### src/rtl/alarm_pkg.sv
// rtl/alarm_pkg.sv - shared state encodings, BCD time type and validity check for the alarm scheduler
package alarm_pkg;

  localparam logic [1:0] STATE_IDLE   = 2'd0;
  localparam logic [1:0] STATE_RING   = 2'd1;
  localparam logic [1:0] STATE_SNOOZE = 2'd2;

  typedef enum logic [1:0] {
    ST_IDLE   = STATE_IDLE,
    ST_RING   = STATE_RING,
    ST_SNOOZE = STATE_SNOOZE
  } sched_state_t;

  typedef struct packed {
    logic [3:0] hour_dec;
    logic [3:0] hour_one;
    logic [3:0] min_dec;
    logic [3:0] min_one;
  } bcd_time_t;

  // Legal wall-clock time 00:00..23:59 with every digit in 0..9
  function automatic logic bcd_time_valid(input bcd_time_t t);
    logic w_digits_ok;
    logic w_hours_ok;
    w_digits_ok = (t.hour_dec <= 4'd9) && (t.hour_one <= 4'd9) &&
                  (t.min_dec <= 4'd5) && (t.min_one <= 4'd9);
    w_hours_ok  = (t.hour_dec < 4'd2) || ((t.hour_dec == 4'd2) && (t.hour_one <= 4'd3));
    return w_digits_ok && w_hours_ok;
  endfunction

endpackage

### src/rtl/alarm_slot_match.sv
// rtl/alarm_slot_match.sv - one alarm slot: time/enable register, comparator and pending bit
// ALARM_SCHED_ONESHOT_EN: enable clears on grant.
module alarm_slot_match
  import alarm_pkg::*;
(
  input  logic      i_clk,
  input  logic      i_rst,
  input  logic      i_min_evt,
  input  bcd_time_t i_now,
  input  logic      i_wr,
  input  bcd_time_t i_wr_time,
  input  logic      i_wr_en,
  input  logic      i_grant,
  output logic      o_pending
);

  bcd_time_t r_time;
  logic      r_en;
  logic      r_pend;
  logic      w_hit;

  // Compare against the pre-write contents so a same-cycle write never affects this match
  assign w_hit     = i_min_evt && r_en && (r_time == i_now);
  assign o_pending = r_pend;

  always_ff @(posedge i_clk) begin
    if (i_rst) begin
      r_time <= '0;
      r_en   <= 1'b0;
      r_pend <= 1'b0;
    end else begin
      if (i_wr) begin
        r_time <= i_wr_time;
        r_en   <= i_wr_en;
      end
`ifdef ALARM_SCHED_ONESHOT_EN
      else if (i_grant) begin
        r_en <= 1'b0;
      end
`endif
      if (i_wr && !i_wr_en) begin
        r_pend <= 1'b0;
      end else begin
        r_pend <= (r_pend && !i_grant) || w_hit;
      end
    end
  end

endmodule

### src/rtl/alarm_scheduler.sv
// rtl/alarm_scheduler.sv - multi-slot BCD alarm scheduler: match, lowest-index arbitration, ring/snooze FSM
// ALARM_SCHED_ONESHOT_EN (see alarm_slot_match) makes alarms one-shot.
module alarm_scheduler
  import alarm_pkg::*;
#(
  parameter int N_SLOTS    = 4,
  parameter int RING_MIN   = 5,
  parameter int SNOOZE_MIN = 9,
  parameter int MAX_SNOOZE = 3,
  localparam int SLOT_W    = $clog2(N_SLOTS)
) (
  input  logic                pclk_i,
  input  logic                preset_i,
  input  logic [15:0]         now_i,
  input  logic                cfg_we_i,
  input  logic [SLOT_W-1:0]   cfg_slot_i,
  input  logic [15:0]         cfg_time_i,
  input  logic                cfg_en_i,
  input  logic                snooze_i,
  input  logic                stop_i,
  output logic                ring_o,
  output logic [1:0]          state_o,
  output logic [SLOT_W-1:0]   active_slot_o,
  output logic [N_SLOTS-1:0]  pending_o,
  output logic                missed_o,
  output logic                cfg_err_o
);

  localparam logic [3:0] RING_INIT = 4'(RING_MIN);
  localparam logic [3:0] SNZ_INIT  = 4'(SNOOZE_MIN);
  localparam logic [2:0] SNZ_LIMIT = 3'(MAX_SNOOZE);

  sched_state_t        r_state, w_state_n;
  logic [15:0]         r_now_q;
  logic                r_first_q;
  logic                r_ring, w_ring_n;
  logic [SLOT_W-1:0]   r_active, w_active_n;
  logic [3:0]          r_ring_cnt, w_ring_cnt_n;
  logic [3:0]          r_snz_cnt, w_snz_cnt_n;
  logic [2:0]          r_snz_used, w_snz_used_n;
  logic                r_missed, w_missed_n;
  logic                r_cfg_err;

  logic                w_min_evt;
  logic                w_cfg_ok;
  logic                w_wr_ok;
  logic [N_SLOTS-1:0]  w_pending;
  logic [N_SLOTS-1:0]  w_grant_vec;
  logic                w_grant;
  logic [SLOT_W-1:0]   w_idx;

  assign w_min_evt = (now_i != r_now_q) && !r_first_q;
  assign w_cfg_ok  = bcd_time_valid(cfg_time_i);
  assign w_wr_ok   = cfg_we_i && w_cfg_ok;

  genvar g;
  generate
    for (g = 0; g < N_SLOTS; g++) begin : g_slot
      alarm_slot_match u_slot (
        .i_clk     (pclk_i),
        .i_rst     (preset_i),
        .i_min_evt (w_min_evt),
        .i_now     (now_i),
        .i_wr      (w_wr_ok && (cfg_slot_i == SLOT_W'(g))),
        .i_wr_time (cfg_time_i),
        .i_wr_en   (cfg_en_i),
        .i_grant   (w_grant_vec[g]),
        .o_pending (w_pending[g])
      );
    end
  endgenerate

  // Lowest pending index wins
  always_comb begin
    w_idx = '0;
    for (int i = N_SLOTS - 1; i >= 0; i--) begin
      if (w_pending[i]) w_idx = SLOT_W'(i);
    end
  end

  always_comb begin
    w_state_n    = r_state;
    w_ring_n     = r_ring;
    w_active_n   = r_active;
    w_ring_cnt_n = r_ring_cnt;
    w_snz_cnt_n  = r_snz_cnt;
    w_snz_used_n = r_snz_used;
    w_missed_n   = 1'b0;
    w_grant      = 1'b0;
    case (r_state)
      ST_IDLE: begin
        if (|w_pending) begin
          w_grant      = 1'b1;
          w_active_n   = w_idx;
          w_ring_cnt_n = RING_INIT;
          w_snz_used_n = '0;
          w_ring_n     = 1'b1;
          w_state_n    = ST_RING;
        end
      end
      ST_RING: begin
        if (stop_i) begin
          w_ring_n  = 1'b0;
          w_state_n = ST_IDLE;
        end else if (snooze_i && (r_snz_used < SNZ_LIMIT)) begin
          w_snz_cnt_n  = SNZ_INIT;
          w_snz_used_n = r_snz_used + 3'd1;
          w_ring_n     = 1'b0;
          w_state_n    = ST_SNOOZE;
        end else if (w_min_evt) begin
          if (r_ring_cnt == 4'd1) begin
            w_ring_cnt_n = '0;
            w_ring_n     = 1'b0;
            w_missed_n   = 1'b1;
            w_state_n    = ST_IDLE;
          end else begin
            w_ring_cnt_n = r_ring_cnt - 4'd1;
          end
        end
      end
      ST_SNOOZE: begin
        if (stop_i) begin
          w_ring_n  = 1'b0;
          w_state_n = ST_IDLE;
        end else if (w_min_evt) begin
          if (r_snz_cnt == 4'd1) begin
            w_snz_cnt_n  = '0;
            w_ring_cnt_n = RING_INIT;
            w_ring_n     = 1'b1;
            w_state_n    = ST_RING;
          end else begin
            w_snz_cnt_n = r_snz_cnt - 4'd1;
          end
        end
      end
      default: begin
        w_ring_n  = 1'b0;
        w_state_n = ST_IDLE;
      end
    endcase
  end

  assign w_grant_vec = w_grant ? (N_SLOTS'(1) << w_idx) : '0;

  always_ff @(posedge pclk_i) begin
    if (preset_i) begin
      r_state    <= ST_IDLE;
      r_now_q    <= '0;
      r_first_q  <= 1'b1;
      r_ring     <= 1'b0;
      r_active   <= '0;
      r_ring_cnt <= '0;
      r_snz_cnt  <= '0;
      r_snz_used <= '0;
      r_missed   <= 1'b0;
      r_cfg_err  <= 1'b0;
    end else begin
      r_state    <= w_state_n;
      r_now_q    <= now_i;
      r_first_q  <= 1'b0;
      r_ring     <= w_ring_n;
      r_active   <= w_active_n;
      r_ring_cnt <= w_ring_cnt_n;
      r_snz_cnt  <= w_snz_cnt_n;
      r_snz_used <= w_snz_used_n;
      r_missed   <= w_missed_n;
      r_cfg_err  <= cfg_we_i && !w_cfg_ok;
    end
  end

  assign ring_o        = r_ring;
  assign state_o       = r_state;
  assign active_slot_o = r_active;
  assign pending_o     = w_pending;
  assign missed_o      = r_missed;
  assign cfg_err_o     = r_cfg_err;

endmodule

### config.mk
export PLATFORM = sky130hd
export DESIGN_NAME = alarm_scheduler
export DESIGN_NICKNAME = d
export VERILOG_FILES = /design/src/rtl/alarm_pkg.sv /design/src/rtl/alarm_slot_match.sv /design/src/rtl/alarm_scheduler.sv
export SDC_FILE = /design/constraint.sdc
export NUM_CORES = 1
export LEC_CHECK = 0
export ABC_CLOCK_PERIOD_IN_PS = 3000
export BUFFER_PORTS_ARGS = -buffer_cell sky130_fd_sc_hd__buf_2
export CELL_PAD_IN_SITES_DETAIL_PLACEMENT = 1
export CELL_PAD_IN_SITES_GLOBAL_PLACEMENT = 1
export CORE_UTILIZATION = 49
export DETAILED_ROUTE_END_ITERATION = 6
export PLACE_DENSITY_LB_ADDON = 0.1
export SETUP_SLACK_MARGIN = 0.4
export SYNTH_ARGS = -nofsm -noshare
export SYNTH_HDL_FRONTEND = slang
export SYNTH_SLANG_ARGS = --single-unit
export TNS_END_PERCENT = 30
### constraint.sdc
create_clock -name pclk_i -period 3 [get_ports pclk_i]
set_input_delay 0.45 -clock pclk_i [delete_from_list [all_inputs] [get_ports pclk_i]]
set_output_delay 0.45 -clock pclk_i [all_outputs]
set_load 0.02 [all_outputs]
==> Word-level counts from Yosys, hierarchy flattened <==
Index checks and enable logic that the tools add are counted.
{ "op_classes": {"n_mul": 0, "n_bitwise": 2, "n_shift": 1, "magnitude_cmp": 7, "n_eq_ne": 25, "mux": 46, "div_mod_pow": 0, "n_addsub": 3, "n_reduce_logical": 57} }
{ "ops": {"columns": ["cell", "n"], "rows": [
  ["== test 16 bit", 4],
  ["2-to-1 mux 4 bit", 14],
  ["logical AND 1 bit", 29],
  ["2-to-1 mux 2 bit", 12],
  ["inequality test 16 bit", 1],
  ["less-or-equal comparator 4 bit (second input constant)", 3],
  ["2-to-1 mux 1 bit", 12],
  ["inequality test 2 bit (second input constant)", 6],
  ["case mux 4 bit (3 select lines)", 1],
  ["AND reduction 5 bit", 2],
  ["2-to-1 mux 3 bit", 3],
  ["== test 4 x 1 -> 1 bit (second input constant)", 2],
  ["case mux 4 bit (2 select lines)", 1],
  ["AND reduction 8 bit", 1],
  ["OR reduction 2 bit", 4],
  ["subtractor 4 x 1 -> 4 bit (second input constant)", 2],
  ["logical NOT 1 bit", 7],
  ["== test 2 bit (second input constant)", 3],
  ["case mux 2 bit (3 select lines)", 1],
  ["case mux 3 bit (2 select lines)", 1],
  ["logical OR 1 bit", 5],
  ["OR reduction 5 bit", 1],
  ["== test 2 x 1 -> 1 bit (second input constant)", 2],
  ["== test 4 x 2 -> 1 bit (second input constant)", 1],
  ["19 further kinds", 23]
]} }
{ "word_totals": {"ff_bits": 107, "input_bits": 40, "latch_bits": 0, "elab_cells": 175, "ramBits": 0, "romBits": 0, "memories": 0} }

==> Depth between registers and ports, before layout <==
Gate-level depths: netlist of run 1.
{ "depth": {"ltp_word": 9, "depth_mapped": 8, "ltp_nobuf": 7} }

==> Hierarchy <==
Synthesis of run 1 repeated with hierarchy kept, for this count alone.
{ "hier_totals": {"hier_cells": 538, "area_unflattened_um2": 5168.7} }
{ "modules_own_cells": {"columns": ["mod", "area_per_inst_um2", "seq_area_each_um2", "cells_per_inst", "instances"], "rows": [
  ["alarm_slot_match", 813.3, 360.3, 81, 4],
  ["alarm_scheduler", 1915.6, 700.7, 214, 1]
]} }

==> Worst setup path after synthesis of run 1 <==
Ideal clock, no wire load.
{ "synth_timing": {"path_type": "input -> register", "startpoint": "input port now_i[3]", "endpoint": "register r_snz_cnt[0]", "required_ps": 2880, "setup_slack_ps": 1085, "path_stages": 7, "arrival_ps": 1796, "path_cell_list": "buf_2 xor2_1 nor4_2 a41oi_1 buf_6 and4_4 o31a_1"} }
{ "synth_via": {"elab_chain_cells": 4} }
{ "synth_rtl": {"columns": ["element", "line", "text"], "rows": [
  ["start, declared", "alarm_scheduler.sv:14", "input logic [15:0] now_i,"],
  ["inequality test 16 bit", "alarm_scheduler.sv:52", "assign w_min_evt = (now_i != r_now_q) && !r_first_q;"],
  ["logical AND 1 bit", "alarm_scheduler.sv:52", null],
  ["inequality test 2 x 1 -> 1 bit (no source line)", null, null],
  ["AND reduction 5 bit (no source line)", null, null],
  ["end signal, assigned", "alarm_scheduler.sv:164", "r_snz_cnt <= w_snz_cnt_n;"],
  ["end, declared", "alarm_scheduler.sv:39", "logic [3:0] r_snz_cnt, w_snz_cnt_n;"]
]} }
Every way passes these cells.
A chain may end at the register's enable or synchronous reset.

==> Worst setup path in the final report of run 1 <==
{ "layout_timing": {"startpoint": "register r_state[0] (netlist: state_o[0])", "endpoint": "register r_ring_cnt[1]"} }
{ "layout_via": {"elab_chain_cells": 3, "word_cells_on_any_way": 13, "classes_between": "eq/ne (9); mux (1); reduce/logical (3)"} }
{ "layout_rtl": {"columns": ["element", "line", "text"], "rows": [
  ["start, declared", "alarm_scheduler.sv:33", "sched_state_t r_state, w_state_n;"],
  ["start signal, assigned", "alarm_scheduler.sv:158", "r_state <= w_state_n;"],
  ["== test 2 x 1 -> 1 bit (tied with other cells)", "alarm_scheduler.sv:90", "case (r_state)"],
  ["inequality test 2 x 1 -> 1 bit (no source line) (tied with other cells)", null, null],
  ["AND reduction 8 bit (no source line)", null, null],
  ["end signal, assigned", "alarm_scheduler.sv:163", "r_ring_cnt <= w_ring_cnt_n;"],
  ["end, declared", "alarm_scheduler.sv:38", "logic [3:0] r_ring_cnt, w_ring_cnt_n;"]
]} }
Parallel ways exist; a longest one is shown, timed or not.

==> metrics.txt, run 1 <==
# TYPE chip_impl_metric gauge
chip_impl_info{name="outcome",value="completed"} 1
chip_impl_metric{name="dr.pass1.iters",unit=""} 4
chip_impl_metric{name="groute.usage.overall",unit="%"} 24.7
chip_impl_metric{name="floorplan.rows",unit=""} 37
chip_impl_metric{name="setup_violations",unit=""} 0
chip_impl_info{name="slowest_library_cell_on_the_worst_path",value="sky130_fd_sc_hd__dfxtp_1"} 1
chip_impl_metric{name="peakVddDrop",unit="mV"} 0.208
chip_impl_metric{name="relSlewSlack",unit="%"} 49.1
chip_impl_info{name="path_cells",value="nand2b_1 > and2_1 > o22ai_2 > or4_1 > a21oi_1"} 1
chip_impl_metric{name="layout_worst_path_cycle_share",unit="%"} 68.6
chip_impl_metric{name="postRouteWirelength",unit="µm"} 12700
chip_impl_metric{name="viasPerCell",unit=""} 5.46
chip_impl_info{name="synthTopCellsByArea",value="sky130_fd_sc_hd__dfxtp_1 42%, sky130_fd_sc_hd__xnor2_1 11%, sky130_fd_sc_hd__mux2i_1 10%"} 1
chip_impl_metric{name="grt_pass1_wl",unit="µm"} 20600
chip_impl_metric{name="netlist-cell-type-count",unit=""} 59
chip_impl_metric{name="cts_resized",unit=""} 0
chip_impl_info{name="unrepaired_setup_endpoints_after_global_routing",value="no"} 1
chip_impl_metric{name="initialDrtViolationCount",unit=""} 96
chip_impl_metric{name="core_box_area",unit="µm²"} 10200
chip_impl_metric{name="detailroute.via_count",unit=""} 3775
chip_impl_metric{name="io_buffer_count",unit=""} 50
chip_impl_metric{name="report.final.slew_viol_count",unit=""} 0
chip_impl_metric{name="timing.final.hold_violations",unit=""} 0
chip_impl_info{name="ys.flop_type",value="sky130_fd_sc_hd__dfxtp_1"} 1
chip_impl_metric{name="synth_seq_cells",unit=""} 107
chip_impl_metric{name="num_antenna_cells",unit=""} 0
chip_impl_metric{name="arrival_time_at_the_worst_endpoint",unit="ps"} 2350
chip_impl_metric{name="numCtsBuffers",unit=""} 9
chip_impl_metric{name="maxCapViolCount",unit=""} 0
chip_impl_metric{name="tightest_slew",unit="ps"} 756
chip_impl_info{name="tritoncts",value="yes"} 1
chip_impl_info{name="min_path_type",value="in -> reg"} 1
chip_impl_metric{name="final_layout_size_suffix_gt1_share",unit="%"} 15.5
chip_impl_metric{name="synth.avg_cell_area",unit="µm²"} 9.71
chip_impl_metric{name="tns",unit="ps"} 0
chip_impl_metric{name="async_reset_ff_share",unit="%"} 0
chip_impl_info{name="yosys_top_cell_by_area",value="sky130_fd_sc_hd__dfxtp_1"} 1
chip_impl_metric{name="cp_slowest_stage_delay",unit="ps"} 670
chip_impl_metric{name="gp_congestion",unit=""} 0.756
chip_impl_metric{name="die_height",unit="µm"} 104
chip_impl_metric{name="post_synth_inst_count",unit=""} 529
chip_impl_metric{name="crit_required",unit="ps"} 3290
chip_impl_metric{name="period_needed",unit="ps"} 2060
chip_impl_metric{name="cts_hold_bufs",unit=""} 0
chip_impl_metric{name="die_width",unit="µm"} 104
chip_impl_info{name="cts_root_buf",value="sky130_fd_sc_hd__clkbuf_8"} 1
chip_impl_metric{name="globalRoute.totalOverflow",unit=""} 0
chip_impl_metric{name="area_growth_syn_to_layout",unit="%"} 6.70
chip_impl_metric{name="worst_skew_pair.late_latency",unit="ps"} 370
chip_impl_metric{name="finish.net_count",unit=""} 597
chip_impl_metric{name="start_util",unit="%"} 50.2
chip_impl_metric{name="cts.sink_count",unit=""} 107
chip_impl_metric{name="post-cts-setup-buffers",unit=""} 0
chip_impl_metric{name="boundaryPins",unit=""} 51
chip_impl_metric{name="syn_nets",unit=""} 574
chip_impl_metric{name="leakage",unit="nW"} 2.13
chip_impl_metric{name="detail-route-antenna-nets",unit=""} 0
chip_impl_metric{name="synth_enable_flop_cells",unit=""} 0
chip_impl_metric{name="post_drt_wl_per_cell",unit="µm"} 18.3
chip_impl_metric{name="post-dp-hpwl",unit="µm"} 9310
chip_impl_metric{name="grt_max_degree",unit=""} 64
chip_impl_metric{name="synthesis.area",unit="µm²"} 5140
chip_impl_metric{name="cts-htree-levels",unit=""} 3
chip_impl_metric{name="path_max_fanout",unit=""} 14
chip_impl_metric{name="timing.critical_path.buf_inv",unit=""} 0
chip_impl_info{name="path_class",value="reg -> reg"} 1
chip_impl_info{name="critical-path-top-delay-family",value="simple AND/OR/NAND/NOR gates"} 1
chip_impl_metric{name="power.total",unit="W"} 0.00252
chip_impl_metric{name="ys_seq_area_share",unit="%"} 41.7
chip_impl_metric{name="max_freq",unit="MHz"} 486
chip_impl_metric{name="antenna_violations_before_repair",unit=""} 0
chip_impl_metric{name="synth-warning-count",unit=""} 0
chip_impl_metric{name="clkTransAtPathRegs",unit="ps"} 100
chip_impl_info{name="critical_path.startpoint_type",value="register"} 1
chip_impl_info{name="endpoint_kind_of_the_worst_setup_timing_path",value="register"} 1
chip_impl_metric{name="cts_max_path_buffers",unit=""} 2
chip_impl_metric{name="post_route_skew",unit="ps"} 7.96
chip_impl_metric{name="floorplan.die_area",unit="µm²"} 10900
chip_impl_metric{name="first_global_vias",unit=""} 3759
chip_impl_metric{name="route.detailed.drc",unit=""} 0
chip_impl_metric{name="share_of_yosys_cell_area_claimed_by_the_top_area_cell_type",unit="%"} 41.7
chip_impl_metric{name="power_density",unit="nW/µm²"} 459
[through the flow]
step,setup slack (ps),instance area (µm²),std cells,utilization (%),hold slack [ps]
floorplan,1080,5140,529,-,426
global placement,767,5300,677,51.8,438
detailed placement,701,5300,677,51.8,446
CTS,916,5480,692,53.6,358
global route,726,5480,692,53.6,371
finish,942,5480,692,53.6,374
[synth_stat cells, drive strengths merged (2+ instances only)]
cell type  instances
nor4              11
and3               7
a21oi             20
nand2              9
xnor2             64
clkbuf            11
dfxtp            107
nor3               5
nand3              7
nand2b             5
a211oi             5
xor2              16
nor2b             19
inv                8
o21a               3
nor2              66
ha                 5
nand3b             2
o21ai             13
or2                2
and2               5
nand4             18
or3                2
nor3b              9
o32ai              2
mux2i             52
a21o               2
o31ai              3
buf               33
[worst paths after layout]
path,start,endpoint,slack [ps],cells past startpoint
hold / removal,cfg_time_i[4],g_slot[3].u_slot.r_time[4]$_SDFFE_PP0P_,370,3
setup / recovery,state_o[0]$_SDFFE_PP0P_,r_ring_cnt[1]$_SDFFE_PP0P_,940,5
hold reg to reg,g_slot[1].u_slot.r_en$_SDFFE_PP0P_,g_slot[1].u_slot.r_en$_SDFFE_PP0P_,460,2
setup reg to reg,state_o[0]$_SDFFE_PP0P_,r_ring_cnt[1]$_SDFFE_PP0P_,940,5
[power breakdown]
group | internal (W) | leakage, nW | switching, W
clock network | 0.000383 | 0.0816 | 0.000486
registers | 0.00143 | 0.867 | 0.00000754
logic | 0.0000786 | 1.18 | 0.000128
[final cells by class]
| type | instances | area (µm²) |
|---|---|---|
| timing repair buffer | 56 | 295 |
| inverter | 8 | 30.0 |
| sequential | 107 | 2140 |
| multi-input combinational | 370 | 2660 |
| fill | 1171 | 4750 |
| clock buffer | 11 | 131 |
| tap | 136 | 170 |
| clock inverter | 4 | 52.6 |
[flip-flops by register name, indices dropped and copies added (netlist names)]
register,cells
g_slot.u_slot.r_time,64
r_now_q,16
g_slot.u_slot.o_pending,4
g_slot.u_slot.r_en,4
r_ring_cnt,4
r_snz_cnt,4
r_snz_used,3
active_slot_o,2
state_o,2
cfg_err_o,1
missed_o,1
r_first_q,1
ring_o,1
[metal layers]
layer  vias up  routed length [µm]  global-route usage [%]
met3        13                 474                    3.32
met5         -                   0                       0
met1      1856                5900                    34.1
met2        60                6050                    39.2
li1       1846                   -                       -
met4         0                 228                    9.08
[worst register-to-register path, cell delays in order (launching register included)]
cell                       delay [ps]
sky130_fd_sc_hd__dfxtp_1          670
sky130_fd_sc_hd__nand2b_1         400
sky130_fd_sc_hd__and2_1           230
sky130_fd_sc_hd__o22ai_2          120
sky130_fd_sc_hd__or4_1            410
sky130_fd_sc_hd__a21oi_1          160
[cell usage in the layout (no fill, tap or decap), types with 4 or more instances in the layout]
master / count
sky130_fd_sc_hd__nand3_1: 7
sky130_fd_sc_hd__xnor2_1: 64
sky130_fd_sc_hd__and3_1: 6
sky130_fd_sc_hd__nor3_1: 5
sky130_fd_sc_hd__nor4_2: 4
sky130_fd_sc_hd__buf_4: 6
sky130_fd_sc_hd__nor4_1: 6
sky130_fd_sc_hd__a21oi_1: 19
sky130_fd_sc_hd__ha_1: 5
sky130_fd_sc_hd__nand2b_1: 5
sky130_fd_sc_hd__nor3b_1: 9
sky130_fd_sc_hd__nand4_1: 18
sky130_fd_sc_hd__buf_2: 50
sky130_fd_sc_hd__dfxtp_1: 107
sky130_fd_sc_hd__nor2b_1: 19
sky130_fd_sc_hd__nand2_1: 9
sky130_fd_sc_hd__xor2_1: 16
sky130_fd_sc_hd__clkbuf_8: 9
sky130_fd_sc_hd__mux2i_1: 52
sky130_fd_sc_hd__o21ai_0: 11
sky130_fd_sc_hd__nor2_1: 65
sky130_fd_sc_hd__and2_1: 5
sky130_fd_sc_hd__inv_1: 8
[logic make-up after synthesis]
group / share of synthesized area, %
fa+ha+maj: 1.22
xor+xnor: 13.6
buf+inv: 6.53
mux: 10.1
compound gates: 7.79
simple gates: 19.0
flops: 41.7
Power figures use the tool's default switching activity.
==> inputs of run 2 (changes only) <==
--- a/config.mk
+++ b/config.mk
@@ -5,11 +5,12 @@
 export SDC_FILE = /design/constraint.sdc
 export NUM_CORES = 1
 export LEC_CHECK = 0
-export ABC_CLOCK_PERIOD_IN_PS = 3000
+export ABC_AREA = 1
+export ABC_CLOCK_PERIOD_IN_PS = 1850
 export BUFFER_PORTS_ARGS = -buffer_cell sky130_fd_sc_hd__buf_2
 export CELL_PAD_IN_SITES_DETAIL_PLACEMENT = 1
 export CELL_PAD_IN_SITES_GLOBAL_PLACEMENT = 1
-export CORE_UTILIZATION = 49
+export CORE_UTILIZATION = 39
 export DETAILED_ROUTE_END_ITERATION = 6
 export PLACE_DENSITY_LB_ADDON = 0.1
 export SETUP_SLACK_MARGIN = 0.4
==> constraint.sdc (replaced) <==
create_clock -name pclk_i -period 1.85 [get_ports pclk_i]
set_input_delay 0.2775 -clock pclk_i [delete_from_list [all_inputs] [get_ports pclk_i]]
set_output_delay 0.2775 -clock pclk_i [all_outputs]
set_load 0.02 [all_outputs]
==> metrics.txt, run 2 <==
# TYPE chip_impl_metric gauge
chip_impl_metric{name="synth_seq_cells",unit=""} 107
chip_impl_metric{name="max_freq",unit="MHz"} 661
chip_impl_metric{name="detail-route-antenna-nets",unit=""} 0
chip_impl_info{name="min_path_type",value="in -> reg"} 1
chip_impl_metric{name="core_box_area",unit="µm²"} 12700
chip_impl_metric{name="die_height",unit="µm"} 117
chip_impl_metric{name="leakage",unit="nW"} 2.68
chip_impl_info{name="synthTopCellsByArea",value="sky130_fd_sc_hd__dfxtp_1 42%, sky130_fd_sc_hd__nor2_1 9.8%, sky130_fd_sc_hd__nand2_1 8.4%"} 1
chip_impl_info{name="yosys-top-cells-count",value="134 x sky130_fd_sc_hd__nor2_1, 115 x sky130_fd_sc_hd__nand2_1, 107 x sky130_fd_sc_hd__dfxtp_1, 80 x sky130_fd_sc_hd__inv_1, 55 x sky130_fd_sc_hd__o21ai_0"} 1
chip_impl_info{name="cts_root_buf",value="sky130_fd_sc_hd__clkbuf_16"} 1
chip_impl_metric{name="power_density",unit="nW/µm²"} 739
chip_impl_metric{name="maxCapViolCount",unit=""} 0
chip_impl_metric{name="tightest_slew",unit="ps"} 521
chip_impl_metric{name="worst_skew_pair.late_latency",unit="ps"} 350
chip_impl_metric{name="synth.avg_cell_area",unit="µm²"} 7.22
chip_impl_metric{name="share_of_yosys_cell_area_claimed_by_the_top_area_cell_type",unit="%"} 41.8
chip_impl_metric{name="post_route_skew",unit="ps"} 4.42
chip_impl_metric{name="route.detailed.drc",unit=""} 0
chip_impl_metric{name="post_synth_inst_count",unit=""} 711
chip_impl_metric{name="gp_congestion",unit=""} 0.812
chip_impl_metric{name="first_global_vias",unit=""} 5039
chip_impl_info{name="path_class",value="reg -> reg"} 1
chip_impl_metric{name="groute.usage.overall",unit="%"} 26.7
chip_impl_metric{name="floorplan.die_area",unit="µm²"} 13600
chip_impl_metric{name="detailroute.via_count",unit=""} 4976
chip_impl_metric{name="synthesis.area",unit="µm²"} 5130
chip_impl_info{name="layout_common_cells",value="126 x sky130_fd_sc_hd__nor2_1, 109 x sky130_fd_sc_hd__nand2_1, 93 x sky130_fd_sc_hd__dfxtp_1"} 1
chip_impl_info{name="critical_path.startpoint_type",value="register"} 1
chip_impl_metric{name="start_util",unit="%"} 40.3
chip_impl_metric{name="crit_required",unit="ps"} 2100
chip_impl_metric{name="post_drt_wl_per_cell",unit="µm"} 17.6
chip_impl_metric{name="grt_max_degree",unit=""} 57
chip_impl_metric{name="timing.final.hold_violations",unit=""} 0
chip_impl_info{name="largest_registers",value="g_slot.u_slot.r_time: 64 flops, r_now_q: 16 flops"} 1
chip_impl_metric{name="dp_cells",unit=""} 951
chip_impl_metric{name="finish.net_count",unit=""} 845
chip_impl_metric{name="fillerInstances",unit=""} 1671
chip_impl_metric{name="path_max_fanout",unit=""} 4
chip_impl_metric{name="clkTransAtPathRegs",unit="ps"} 70
chip_impl_metric{name="relSlewSlack",unit="%"} 65.0
chip_impl_metric{name="initialDrtViolationCount",unit=""} 243
chip_impl_info{name="mostFrequentLayoutCell",value="sky130_fd_sc_hd__nor2_1"} 1
chip_impl_info{name="top_register",value="g_slot.u_slot.r_time"} 1
chip_impl_metric{name="viasPerCell",unit=""} 5.09
chip_impl_info{name="ys.flop_type",value="sky130_fd_sc_hd__dfxtp_1"} 1
chip_impl_info{name="endpoint_kind_of_the_worst_setup_timing_path",value="register"} 1
chip_impl_metric{name="cts_max_path_buffers",unit=""} 2
chip_impl_metric{name="die_width",unit="µm"} 117
chip_impl_metric{name="postLayoutCoreUtil",unit="%"} 49.7
chip_impl_info{name="tritoncts",value="yes"} 1
chip_impl_metric{name="report.final.slew_viol_count",unit=""} 0
chip_impl_metric{name="numCtsBuffers",unit=""} 9
chip_impl_metric{name="floorplan.rows",unit=""} 41
chip_impl_info{name="yosys_top_cell_by_area",value="sky130_fd_sc_hd__dfxtp_1"} 1
chip_impl_metric{name="ys_seq_area_share",unit="%"} 41.8
chip_impl_metric{name="layout_worst_path_cycle_share",unit="%"} 81.7
chip_impl_metric{name="io_buffer_count",unit=""} 50
chip_impl_metric{name="globalRoute.totalOverflow",unit=""} 0
chip_impl_metric{name="area_growth_syn_to_layout",unit="%"} 23.2
chip_impl_metric{name="final_layout_size_suffix_gt1_share",unit="%"} 24.6
chip_impl_info{name="outcome",value="completed"} 1
chip_impl_info{name="yosys.cell_count.top_type",value="sky130_fd_sc_hd__nor2_1"} 1
chip_impl_metric{name="cts.sink_count",unit=""} 107
chip_impl_metric{name="synth-warning-count",unit=""} 0
chip_impl_metric{name="max_ffs_per_register",unit=""} 64
chip_impl_metric{name="peakVddDrop",unit="mV"} 0.330
chip_impl_metric{name="boundaryPins",unit=""} 51
chip_impl_metric{name="synth_enable_flop_cells",unit=""} 0
chip_impl_metric{name="syn_nets",unit=""} 756
chip_impl_metric{name="setup_violations",unit=""} 0
chip_impl_metric{name="grt_pass1_wl",unit="µm"} 26600
chip_impl_metric{name="regToRegSetupSlack",unit="ps"} 340
chip_impl_metric{name="antenna_violations_before_repair",unit=""} 0
chip_impl_metric{name="period_needed",unit="ps"} 1510
chip_impl_metric{name="num_antenna_cells",unit=""} 0
chip_impl_metric{name="arrival_time_at_the_worst_endpoint",unit="ps"} 1760
chip_impl_metric{name="post-dp-hpwl",unit="µm"} 12800
chip_impl_metric{name="cts-htree-levels",unit=""} 3
chip_impl_info{name="unrepaired_setup_endpoints_after_global_routing",value="yes"} 1
chip_impl_metric{name="async_reset_ff_share",unit="%"} 0
chip_impl_metric{name="dr.pass1.iters",unit=""} 4
chip_impl_metric{name="postRouteWirelength",unit="µm"} 17200
chip_impl_metric{name="netlist-cell-type-count",unit=""} 43
chip_impl_metric{name="tns",unit="ps"} 0
chip_impl_metric{name="final_cells",unit=""} 977
-- run 2: changes by cell type after synthesis, moves of 19 or more --
cell                      delta
sky130_fd_sc_hd__o21ai_0    +44
sky130_fd_sc_hd__inv_1      +72
sky130_fd_sc_hd__nand2_1   +106
sky130_fd_sc_hd__xnor2_1    -54
sky130_fd_sc_hd__mux2i_1    -52
sky130_fd_sc_hd__nor2_1     +69
sky130_fd_sc_hd__nor2b_1    -19
-- run 2: power breakdown --
part | switching (W) | internal [W]
combinational | 0.000299 | 0.000175
sequential | 0.0000132 | 0.00233
clock | 0.000865 | 0.000992
total | 0.00118 | 0.00350
-- run 2: final timing paths --
path                                                  from                                       end  cells past startpoint
setup / recovery                     r_now_q[2]$_SDFF_PP0_                r_ring_cnt[2]$_SDFFE_PP0P_                     13
hold / removal                                    cfg_we_i                      cfg_err_o$_SDFF_PP0_                      3
setup reg to reg                     r_now_q[2]$_SDFF_PP0_                r_ring_cnt[2]$_SDFFE_PP0P_                     13
hold reg to reg   g_slot[0].u_slot.r_time[14]$_SDFFE_PP0P_  g_slot[0].u_slot.r_time[14]$_SDFFE_PP0P_                      2
-- run 2: kinds of logic (layout without fill, tap and decap cells) --
kind of cell,count (synthesis),after routing,share of synthesized area [%]
simple gates,305,305,25.4
compound gates,141,141,15.8
buf+inv,123,217,10.7
flops,107,107,41.8
xor+xnor,30,30,5.12
fa+ha+maj,5,5,1.22
-- run 2: what timing repair did --
| item | in CTS | in global routing |
|---|---|---|
| buffers inserted | 2 | 6 |
| cloned | 0 | 2 |
| endpoints found under the setup margin | 35 | 84 |
| pin swaps | 10 | 24 |
| gates resized for setup | 27 | 35 |
| hold buffers | 0 | 0 |
-- run 2: per-layer routing --
layer | share of wire (%) | vias to the layer above | global-route usage (%)
met5 | 0 | - | 0
met4 | 2.3 | 0 | 10.4
met3 | 3.9 | 25 | 3.01
met2 | 48 | 88 | 45.2
met1 | 46 | 2407 | 34.6
li1 | - | 2456 | -
-- run 2: worst max-delay path: stages (launching register included) --
cell                      delay (ps)
sky130_fd_sc_hd__dfxtp_2         330
sky130_fd_sc_hd__inv_1            30
sky130_fd_sc_hd__nand2_1          60
sky130_fd_sc_hd__nand2_2         100
sky130_fd_sc_hd__nor2_4          120
sky130_fd_sc_hd__nand2_2          70
sky130_fd_sc_hd__nor2_2           90
sky130_fd_sc_hd__nand2_2          90
sky130_fd_sc_hd__nand2_4         120
sky130_fd_sc_hd__nand2_4         100
sky130_fd_sc_hd__nand3_4         110
sky130_fd_sc_hd__nor2_4           60
sky130_fd_sc_hd__nand2_1          80
sky130_fd_sc_hd__o21ai_1          60
-- run 2: area by class of cell --
cell class / count / area (µm²) / share of cell area [%]
Timing Repair Buffer: 111 / 752 / 11.9
Tap cell: 172 / 215 / 3.40
Sequential cell: 107 / 2160 / 34.2
Clock inverter: 1 / 7.51 / 0.119
Multi-Input combinational cell: 481 / 2570 / 40.7
Clock buffer: 15 / 268 / 4.24
Inverter: 90 / 342 / 5.40
-- run 2: per-stage QoR --
stage               hold WS [ps]  power, W  area, µm²  worst slack [ps]
floorplan                    305   0.00261       5130               414
global placement             439   0.00283       5810              36.0
detailed placement           444   0.00284       5810             -41.1
CTS                          160   0.00470       6180               287
global route                 187   0.00484       6320               227
finish                       171   0.00467       6320               338
==> inputs of run 3 (changes only) <==
--- a/config.mk
+++ b/config.mk
@@ -5,12 +5,12 @@
 export SDC_FILE = /design/constraint.sdc
 export NUM_CORES = 1
 export LEC_CHECK = 0
-export ABC_AREA = 1
-export ABC_CLOCK_PERIOD_IN_PS = 1850
+export ABC_AREA = 0
+export ABC_CLOCK_PERIOD_IN_PS = 1300
 export BUFFER_PORTS_ARGS = -buffer_cell sky130_fd_sc_hd__buf_2
 export CELL_PAD_IN_SITES_DETAIL_PLACEMENT = 1
 export CELL_PAD_IN_SITES_GLOBAL_PLACEMENT = 1
-export CORE_UTILIZATION = 39
+export CORE_UTILIZATION = 41
 export DETAILED_ROUTE_END_ITERATION = 6
 export PLACE_DENSITY_LB_ADDON = 0.1
 export SETUP_SLACK_MARGIN = 0.4
==> constraint.sdc (replaced) <==
create_clock -name pclk_i -period 1.3 [get_ports pclk_i]
set_input_delay 0.195 -clock pclk_i [delete_from_list [all_inputs] [get_ports pclk_i]]
set_output_delay 0.195 -clock pclk_i [all_outputs]
set_load 0.02 [all_outputs]
==> metrics.txt, run 3 (synthesis gave the netlist of run 1 again) <==
# TYPE chip_impl_metric gauge
chip_impl_info{name="outcome",value="finished with violations"} 1
chip_impl_info{name="violations",value="negative setup slack"} 1
chip_impl_metric{name="timing.final.hold_violations",unit=""} 0
chip_impl_info{name="largest_registers",value="g_slot.u_slot.r_time: 64 flops, r_now_q: 16 flops"} 1
chip_impl_info{name="slowest_library_cell_on_the_worst_path",value="sky130_fd_sc_hd__or3b_4"} 1
chip_impl_metric{name="dp_cells",unit=""} 797
chip_impl_metric{name="groute.usage.overall",unit="%"} 24.7
chip_impl_metric{name="route.detailed.drc",unit=""} 0
chip_impl_metric{name="post_route_skew",unit="ps"} 7.61
chip_impl_metric{name="final_cells",unit=""} 834
chip_impl_info{name="unrepaired_setup_endpoints_after_global_routing",value="yes"} 1
chip_impl_info{name="min_path_type",value="in -> reg"} 1
chip_impl_metric{name="post-dp-hpwl",unit="µm"} 10700
chip_impl_metric{name="detail-route-antenna-nets",unit=""} 0
chip_impl_metric{name="finish.net_count",unit=""} 706
chip_impl_metric{name="crit_required",unit="ps"} 1530
chip_impl_metric{name="floorplan.rows",unit=""} 40
chip_impl_metric{name="cp_slowest_stage_delay",unit="ps"} 390
chip_impl_metric{name="antenna_violations_before_repair",unit=""} 0
chip_impl_info{name="tritoncts",value="yes"} 1
chip_impl_metric{name="period_needed",unit="ps"} 1960
chip_impl_info{name="top_register",value="g_slot.u_slot.r_time"} 1
chip_impl_metric{name="die_width",unit="µm"} 114
chip_impl_metric{name="peakVddDrop",unit="mV"} 0.552
chip_impl_metric{name="max_freq",unit="MHz"} 510
chip_impl_info{name="endpoint_kind_of_the_worst_setup_timing_path",value="register"} 1
chip_impl_metric{name="gp_congestion",unit=""} 0.839
chip_impl_metric{name="arrival_time_at_the_worst_endpoint",unit="ps"} 2190
chip_impl_metric{name="worst_skew_pair.late_latency",unit="ps"} 360
chip_impl_metric{name="area_growth_syn_to_layout",unit="%"} 35.7
chip_impl_metric{name="boundaryPins",unit=""} 51
chip_impl_metric{name="max_ffs_per_register",unit=""} 64
chip_impl_metric{name="leakage",unit="nW"} 2.83
chip_impl_metric{name="layout_worst_path_cycle_share",unit="%"} 151
chip_impl_metric{name="first_global_vias",unit=""} 4596
chip_impl_metric{name="globalRoute.totalOverflow",unit=""} 0
chip_impl_metric{name="clkTransAtPathRegs",unit="ps"} 80
chip_impl_metric{name="initialDrtViolationCount",unit=""} 143
chip_impl_metric{name="report.final.slew_viol_count",unit=""} 0
chip_impl_metric{name="num_antenna_cells",unit=""} 0
chip_impl_metric{name="start_util",unit="%"} 42.4
chip_impl_metric{name="detailroute.via_count",unit=""} 4254
chip_impl_metric{name="die_height",unit="µm"} 114
chip_impl_metric{name="dr.pass1.iters",unit=""} 4
chip_impl_metric{name="core_box_area",unit="µm²"} 12100
chip_impl_metric{name="tightest_slew",unit="ps"} 498
chip_impl_metric{name="numCtsBuffers",unit=""} 9
chip_impl_metric{name="maxCapViolCount",unit=""} 0
chip_impl_info{name="mostFrequentLayoutCell",value="sky130_fd_sc_hd__dfxtp_1"} 1
chip_impl_metric{name="setup_violations",unit=""} 84
chip_impl_metric{name="grt_max_degree",unit=""} 54
chip_impl_metric{name="io_buffer_count",unit=""} 50
chip_impl_metric{name="floorplan.die_area",unit="µm²"} 13000
chip_impl_metric{name="final_layout_size_suffix_gt1_share",unit="%"} 37.4
chip_impl_metric{name="worst_path_setup_slack_after_routing",unit="ps"} -661
chip_impl_info{name="critical_path.startpoint_type",value="register"} 1
chip_impl_metric{name="viasPerCell",unit=""} 5.10
chip_impl_metric{name="postLayoutCoreUtil",unit="%"} 57.6
chip_impl_metric{name="postRouteWirelength",unit="µm"} 15600
chip_impl_info{name="cts_root_buf",value="sky130_fd_sc_hd__clkbuf_16"} 1
chip_impl_metric{name="power_density",unit="nW/µm²"} 961
chip_impl_metric{name="cts.sink_count",unit=""} 107
chip_impl_metric{name="path_max_fanout",unit=""} 3
chip_impl_metric{name="cts_max_path_buffers",unit=""} 2
chip_impl_metric{name="cts-htree-levels",unit=""} 3
chip_impl_info{name="path_class",value="reg -> reg"} 1
chip_impl_info{name="layout_common_cells",value="96 x sky130_fd_sc_hd__dfxtp_1, 95 x sky130_fd_sc_hd__buf_4, 64 x sky130_fd_sc_hd__xnor2_1"} 1
chip_impl_metric{name="relSlewSlack",unit="%"} 66.5
chip_impl_info{name="path_cells",value="inv_2 > ha_4 > or3b_4 > buf_4 > nor2_1 > a211oi_4 > o311ai_1 > o41ai_1"} 1
chip_impl_metric{name="post_drt_wl_per_cell",unit="µm"} 18.6
chip_impl_metric{name="grt_pass1_wl",unit="µm"} 24300
-- run 3: cell count changes in the layout (fill, tap and decap cells not counted), sizes merged, moves of 54 or more --
cell / previous run / this run
nand2: 124 / 9
xnor2: 10 / 64
o21ai: 71 / 13
nor2: 138 / 66
buf: 110 / 164
inv: 89 / 10
-- run 3: area by class of cell --
type	instances	area, µm²
fillers	1375	5140
multi-input cells	370	2930
flip-flops and latches	107	2160
repair buffers	165	1360
clock buffers	11	253
well taps	168	210
clock inverters	5	35.0
inverters	8	30.0
-- run 3: repair_timing --
action / in CTS / in global routing
endpoints found under the setup margin: 100 / 100
hold buffers: 0 / 0
gates resized for setup: 75 / 31
buffers inserted: 14 / 5
pin swaps: 24 / 28
gates cloned: 1 / 1
hold endpoints to repair: 0 / 0
-- run 3: per-layer routing --
metal	wire (µm)	up-vias	track usage [%]
li1	-	2064	-
met1	7250	2119	31.2
met2	7710	53	43.2
met3	308	18	3.29
met4	278	0	8.57
met5	0	-	0
-- run 3: final timing paths --
check,from,endpoint,slack (ps),cells after the start
hold reg to reg,g_slot[1].u_slot.r_en$_SDFFE_PP0P_,g_slot[1].u_slot.r_en$_SDFFE_PP0P_,470,2
setup / recovery,r_snz_cnt[1]$_SDFFE_PP0P_,ring_o$_SDFFE_PP0P_,-660,8
setup reg to reg,r_snz_cnt[1]$_SDFFE_PP0P_,ring_o$_SDFFE_PP0P_,-660,8
hold / removal,cfg_we_i,cfg_err_o$_SDFF_PP0_,130,2
-- run 3: power breakdown --
group,total [W],leakage (nW),internal (W),switching [W]
Clock,0.00270,0.142,0.00141,0.00128
Sequential,0.00332,0.872,0.00331,0.0000192
Combinational,0.000680,1.81,0.000316,0.000364
Total,0.00670,2.83,0.00503,0.00167
-- run 3: worst max-delay path: cells and delay by family (launching register included) --
kind	cells	cell delay, ps
AND/OR/NAND/NOR	2	630
AO/OA/AOI/OAI	3	510
flip-flops	1	330
buffers and inverters	2	240
adder cells (fa/ha/maj)	1	130
-- run 3: per-stage QoR --
stage	setup WS, ps	setup TNS [ps]	hold slack [ps]	power (W)	instance area (µm²)
2_1_floorplan	-459	-11830	223	0.00373	5250
3_3_place_gp	-657	-39210	441	0.00400	6090
3_5_place_dp	-745	-43110	464	0.00400	6090
4_1_cts	-585	-12430	121	0.00674	6790
5_1_grt	-752	-20940	141	0.00695	6970
6_report	-661	-13200	129	0.00670	6970
